[src/rtl/pc_fetch_unit_if.sv]
// rtl/pc_fetch_unit_if.sv - instruction-memory request/grant/response bus
//
// Groups the fetch-side memory handshake:
//   req    fetch request (fetch unit -> memory)
//   addr   word address [31:2] (fetch unit -> memory)
//   gnt    request accepted this cycle (memory -> fetch unit)
//   rvalid rdata valid this cycle (memory -> fetch unit)
//   rdata  fetched instruction word (memory -> fetch unit)
// master = fetch unit side, slave = instruction memory side.

interface pc_fetch_unit_if;
   logic        req;
   logic [31:2] addr;
   logic        gnt;
   logic        rvalid;
   logic [31:0] rdata;

   modport master (
      output req,
      output addr,
      input  gnt,
      input  rvalid,
      input  rdata
   );

   modport slave (
      input  req,
      input  addr,
      output gnt,
      output rvalid,
      output rdata
   );
endinterface

[src/rtl/pc_fetch_unit.sv]
// rtl/pc_fetch_unit.sv - program counter register and instruction fetch sequencer
//
// Holds the word-addressed PC, fetches the instruction at PC over the imem
// bus, presents it to decode until acknowledged, then loads next_pc.
//
// Ports:
//   clk          clock, rising edge
//   rst_n        synchronous active-low reset
//   imem         pc_fetch_unit_if.master (req/addr out, gnt/rvalid/rdata in)
//   next_pc      [31:2] next PC, sampled only on an accepted acknowledge
//   pc           [31:2] current PC
//   instr        [31:0] held instruction
//   instr_valid  instr is valid for the datapath
//   instr_ack    datapath consumed instr and next_pc is final
//
// Optional feature macro FETCH_PERF_CNT_EN adds:
//   fetch_count  [31:0] accepted acknowledges (saturating)
//   stall_count  [31:0] cycles waiting on grant or response (saturating)

module pc_fetch_unit #(
   parameter logic [31:2] RESET_PC = 30'h0000_0C00
) (
   input  logic                   clk,
   input  logic                   rst_n,
   pc_fetch_unit_if.master        imem,
   input  logic [31:2]            next_pc,
   output logic [31:2]            pc,
   output logic [31:0]            instr,
   output logic                   instr_valid,
   input  logic                   instr_ack
`ifdef FETCH_PERF_CNT_EN
   ,
   output logic [31:0]            fetch_count,
   output logic [31:0]            stall_count
`endif
);

   typedef enum logic [1:0] {
      S_REQ  = 2'd0,
      S_WAIT = 2'd1,
      S_HOLD = 2'd2
   } state_t;

   state_t      state_q, state_d;
   logic [31:2] pc_q;
   logic [31:0] instr_q;
   logic        instr_valid_q;
   logic        capture;
   logic        load_pc;

   always_ff @(posedge clk) begin
      if (!rst_n) begin
         state_q       <= S_REQ;
         pc_q          <= RESET_PC;
         instr_q       <= 32'h0000_0000;
         instr_valid_q <= 1'b0;
      end else begin
         state_q <= state_d;
         if (load_pc) begin
            pc_q          <= next_pc;
            instr_valid_q <= 1'b0;
         end
         if (capture) begin
            instr_q       <= imem.rdata;
            instr_valid_q <= 1'b1;
         end
      end
   end

   always_comb begin
      state_d = state_q;
      capture = 1'b0;
      load_pc = 1'b0;
      case (state_q)
         S_REQ: begin
            if (imem.gnt) state_d = S_WAIT;
         end
         S_WAIT: begin
            if (imem.rvalid) begin
               capture = 1'b1;
               state_d = S_HOLD;
            end
         end
         S_HOLD: begin
            if (instr_ack) begin
               load_pc = 1'b1;
               state_d = S_REQ;
            end
         end
         default: state_d = S_REQ;
      endcase
   end

   // Request and address come straight from registered state, so they are
   // stable for the whole cycle and held while the grant is withheld.
   assign imem.req    = (state_q == S_REQ);
   assign imem.addr   = pc_q;
   assign pc          = pc_q;
   assign instr       = instr_q;
   assign instr_valid = instr_valid_q;

`ifdef FETCH_PERF_CNT_EN
   logic [31:0] fetch_cnt_q;
   logic [31:0] stall_cnt_q;
   logic        stall;

   assign stall = ((state_q == S_REQ)  && !imem.gnt) ||
                  ((state_q == S_WAIT) && !imem.rvalid);

   always_ff @(posedge clk) begin
      if (!rst_n) begin
         fetch_cnt_q <= 32'h0000_0000;
         stall_cnt_q <= 32'h0000_0000;
      end else begin
         if (load_pc && (fetch_cnt_q != 32'hFFFF_FFFF))
            fetch_cnt_q <= fetch_cnt_q + 32'd1;
         if (stall && (stall_cnt_q != 32'hFFFF_FFFF))
            stall_cnt_q <= stall_cnt_q + 32'd1;
      end
   end

   assign fetch_count = fetch_cnt_q;
   assign stall_count = stall_cnt_q;
`endif

endmodule

[src/flat_wrapper.sv]
// flat-port wrapper written by rule: the top's interface ports become plain ports
module pc_fetch_unit_flat 
#(
   parameter logic [31:2] RESET_PC = 30'h0000_0C00
)
  (clk, rst_n, next_pc, pc, instr, instr_valid, instr_ack, imem_req, imem_addr, imem_gnt, imem_rvalid, imem_rdata);
  pc_fetch_unit_if imem_i ();
  input  logic clk;
  input  logic rst_n;
  input  logic [31:2] next_pc;
  output logic [31:2] pc;
  output logic [31:0] instr;
  output logic instr_valid;
  input  logic instr_ack;
  output wire logic [$bits(imem_i.req)-1:0] imem_req;
  output wire logic [$bits(imem_i.addr)-1:0] imem_addr;
  input wire logic [$bits(imem_i.gnt)-1:0] imem_gnt;
  input wire logic [$bits(imem_i.rvalid)-1:0] imem_rvalid;
  input wire logic [$bits(imem_i.rdata)-1:0] imem_rdata;
  assign imem_req = imem_i.req;
  assign imem_addr = imem_i.addr;
  assign imem_i.gnt = imem_gnt;
  assign imem_i.rvalid = imem_rvalid;
  assign imem_i.rdata = imem_rdata;
  pc_fetch_unit #(.RESET_PC(RESET_PC)) u_core (.clk(clk), .rst_n(rst_n), .imem(imem_i), .next_pc(next_pc), .pc(pc), .instr(instr), .instr_valid(instr_valid), .instr_ack(instr_ack));
endmodule
[config.mk]
export PLATFORM = sky130hd
export DESIGN_NAME = pc_fetch_unit_flat
export DESIGN_NICKNAME = d
export VERILOG_FILES = /design/src/rtl/pc_fetch_unit_if.sv /design/src/rtl/pc_fetch_unit.sv /design/src/flat_wrapper.sv
export SDC_FILE = /design/constraint.sdc
export NUM_CORES = 1
export LEC_CHECK = 0
export ABC_AREA = 1
export CAP_MARGIN = 20
export CORE_MARGIN = 1.5
export CORE_UTILIZATION = 30
export CTS_CLUSTER_SIZE = 8
export DETAILED_ROUTE_END_ITERATION = 10
export PLACE_DENSITY = 0.67
export SYNTH_ARGS = -nofsm -noshare
export SYNTH_HDL_FRONTEND = slang
export SYNTH_SLANG_ARGS = --single-unit
[constraint.sdc]
create_clock -name clk -period 1.9 [get_ports clk]
set_clock_uncertainty 0.2 [all_clocks]
set_input_delay 0.38 -clock clk [delete_from_list [all_inputs] [get_ports clk]]
set_output_delay 0.38 -clock clk [all_outputs]
set_load 0.02 [all_outputs]
* Word-level counts from Yosys, hierarchy flattened
Index checks and enable logic that the tools add are counted.
W data, S select, Z words.
** Word-level totals
- Flip-flop bits (word level) :: 65
- Bits in latches :: 0
- Memory bits (writable) :: 0
- ROM bits :: 0
- Bits of input ports :: 67
- Output and inout bits :: 94
- Memories kept :: 0
** Operators by class
- $add $sub $neg :: 0
- Multiply operators :: 0
- Div/mod/pow operators :: 0
- Order comparisons :: 0
- Equal/unequal tests :: 5
- Shift operators :: 0
- Mux-type cells :: 10
- Bitwise operators :: 0
- Reductions and logical operators :: 3
** Operators by type and width (count)
- $mux W1 :: 6
- $mux W2 :: 3
- $pmux W2 S3 :: 1
- $ne A2 B2 Y1 const B :: 2
- $reduce_and A3 Y1 :: 1
- $eq A2 B1 Y1 const B :: 1
- $eq A2 B2 Y1 const B :: 1
- $logic_not A2 Y1 :: 1
- $ne A2 B1 Y1 const B :: 1
- $reduce_bool A2 Y1 :: 1

* Longest topological paths before layout
- Depth in word-level cells :: 4
- Depth in mapped cells :: 7
- Mapped depth without buffers :: 5

* Least setup slack after synthesis
OpenSTA, ideal clock, no wires.
- Kind :: reg2out
- From :: reg u_core.state_q[1]
- To :: out imem_req
- Arrival :: 0.684 ns
- Path slack :: 0.636 ns
- Cell stages (with the launch flop) :: 2
- Path buffers :: 0
- Cells stage by stage :: dfxtp_1 nor2_1
** On the way
- Longest elaborated chain between the ends :: 1
** Ends and longest elaborated chain
- start: declaration :: RTL line pc_fetch_unit.sv:44 : state_t state_q, state_d;
- start signal: assignment :: RTL line pc_fetch_unit.sv:58 : state_q <= state_d;
- $logic_not A2 Y1 :: RTL line pc_fetch_unit.sv:96 : assign imem.req = (state_q == S_REQ);
- end: declaration :: RTL line flat_wrapper.sv:15 : output wire logic [$bits(imem_i.req)-1:0] imem_req;
Every way passes these cells.

* Worst setup path in the final report
- From :: reg u_core.instr_q[20] (netlist: u_core.instr[20])
- To :: out instr[20]
** RTL lines
- start: declaration :: RTL line pc_fetch_unit.sv:46 : logic [31:0] instr_q;
- start signal: assignment :: RTL line pc_fetch_unit.sv:64 : instr_q <= imem.rdata;
- end: declaration :: RTL line flat_wrapper.sv:12 : output logic [31:0] instr;
No word-level cell between the ends.

==> metrics.cfg <==
[sta]
fmax_mhz = 536
hold_slack_ns = 0.266
final.min_clock_period_ns = 1.86
final_max_slew_viol_count = 0
setup_violations = 0
finalCritPeriodShare = 0.981
worstMarginPinSlew_ns = 0.487
rsz0062_at_grt = no
finalHoldViolCount = 0
slew_headroom = 0.675
tns_ns = 0

[clock_tree]
h-tree-depth = 3
root_buffer = clkbuf_8
holdBufCountCts = 0
clock_latency_ns = 0.33
cts-buffers-inserted = 9
clockBufferDepth = 2
clkTransAtPathRegs_ns = 0.07
clock_sinks = 65
tritoncts = built

[synth]
ys_seq_elements = 65
postSynthCellCount = 434
ys_top_cells_by_count = 124 x nand2_1, 121 x nor2_1, 65 x dfxtp_1, 61 x inv_1, 36 x buf_4
synth_edf_count = 0
synth_area_per_cell_um2 = 6.61
synth.distinct_cells = 15
ys_async_sr_fraction = 0
yosysTopAreaCell = dfxtp_1
synth_most_common_cell = nand2_1
syn_nets = 501
ys_warn_count = 0
yosysSeqAreaShare = 0.454
synth_area_leaders = dfxtp_1 45%, nand2_1 16%, nor2_1 16%
yosysTopAreaCellShare = 0.454
ys.flop_type = dfxtp_1
syn_area_um2 = 2870

[place]
gp_congestion = 0.757
portBuffers = 160
post_dp_cell_area_um2 = 4380
dp_hpwl_mm = 5.35

[grt]
grt_pass1_wl_mm = 11.9
overflow = 0
antenna_found_initial = 0
track_usage = 0.148
grt_max_degree = 63
first_global_vias = 2602

[routing]
drt_iter0_markers = 49
wl_mm = 7.46
vias = 2773
viasPerCell = 3.99
drc = 0
ant_nets = 0
firstDrtPassIters = 4
routedWlPerCell_um = 10.7

[power]
power.total_uw = 3170
p_leak_uw = 0.00301
powerDensity_nw_per_um2 = 689
ir_drop_mv = 0.383

[setup_path]
crit_arrival_ns = 1.28
ff2ff_setup_slack_ns = 0.53
cp.required_ns = 1.32
crit_type = register to output pin
path_cells = clkdlybuf4s50_1
cpPeakStageDelay_ns = 0.61
cp_top_family = buffers and inverters
critPathSlowestCell = clkdlybuf4s50_1
worst_setup_path_end_kind = output pin
cp-start-kind = register
worst-path-buf-inv = 1
path_max_fanout = 2

[floorplan]
io_pins = 161
die_height_um = 101
die_x_um = 101
start_util = 0.310
dieArea_um2 = 10200
core-area_um2 = 9240
rows = 35

[layout]
final_core_utilization = 0.497
nets = 628
layout-drive-gt1-share = 0.0459
antennaDiodeCount = 0
syn_to_final_growth_pct = 60.2
nFillCells = 921
fin_area_um2 = 4600

[run]
cap_violations = 0

[min_path]
hp-class = register to register

[run_status]
status = completed

## metal layers
layer | global-route usage | wire, um | share of wire
met5 | 0 | 0 | 0
met1 | 0.172 | 3230 | 0.43
met2 | 0.241 | 3290 | 0.44
met4 | 0.0553 | 85 | 0.011
met3 | 0.0666 | 851 | 0.11
## area by class of cell
class / count / area (um^2) / share of cell area
multi-input combinational: 256 / 992 / 0.216
clock inverter: 6 / 68.8 / 0.0150
timing repair buffer: 166 / 1710 / 0.372
tap: 129 / 161 / 0.0351
sequential: 65 / 1300 / 0.283
clock buffer: 10 / 128 / 0.0278
inverter: 63 / 236 / 0.0514
## cells by family (layout without fill, tap and decap cells)
logic type,after synthesis,count (layout),synth area share
DFF,65,65,0.454
and+or+nand+nor,253,253,0.341
AOI/OAI and AO/OA,3,3,0.00523
buffers and inverters,113,245,0.201
## worst register-to-register path: stages, from the launching register on
cell and delay [ns]:
dfxtp_1 0.34, buf_4 0.14, inv_2 0.04, nand3_2 0.08
buf_12 0.26, nand2_1 0.10, nand2_1 0.07, nor2_1 0.04
## sequential cells by signal (all words and copies together), names as in the netlist
name	flops
u_core.imem.addr	30
u_core.instr	32
u_core.state_q	2
u_core.instr_valid	1
## through the flow
step                instances  setup slack [ns]
finish                    695            0.0359
global route              695           0.00110
CTS                       695           0.00108
detailed placement        679             0.120
global placement          679             0.161
floorplan                 434             0.636
## final timing paths
check / startpoint / to / depth (start not counted)
setup / recovery: u_core.instr[20]$_SDFFE_PN0P_ / instr[20] / 1
hold / removal: u_core.instr_valid$_SDFFE_PN0P_ / u_core.instr_valid$_SDFFE_PN0P_ / 2
setup reg to reg: u_core.state_q[1]$_SDFFE_PN0P_ / u_core.instr[8]$_SDFFE_PN0P_ / 7
hold reg to reg: u_core.instr_valid$_SDFFE_PN0P_ / u_core.instr_valid$_SDFFE_PN0P_ / 2
## layout by cell type, fill, tap and decap left out, drive strengths merged
cell type,instances
clkinv,4
nand3b,2
nand3,4
a21oi,3
nand4,2
clkinvlp,1
buf,7
nand2,124
dlygate4sd2,56
dfxtp,65
clkdlybuf4s50,68
inv,63
clkbuf,10
dlymetal6s2s,35
bufinv,1
nor2,121
## repair_timing
| action | CTS | global route |
|---|---|---|
| setup buffers | 0 | 0 |
| gates resized for setup | 56 | 35 |
| setup endpoints to repair | 57 | 36 |
## power by group
part | total, uW | switching [uW] | internal [uW] | leakage [uW]
registers | 1460 | 34.0 | 1420 | 0.000529
logic | 552 | 273 | 278 | 0.00239
clock network | 1160 | 547 | 611 | 0.0000964
Power figures use the tool's default switching activity.
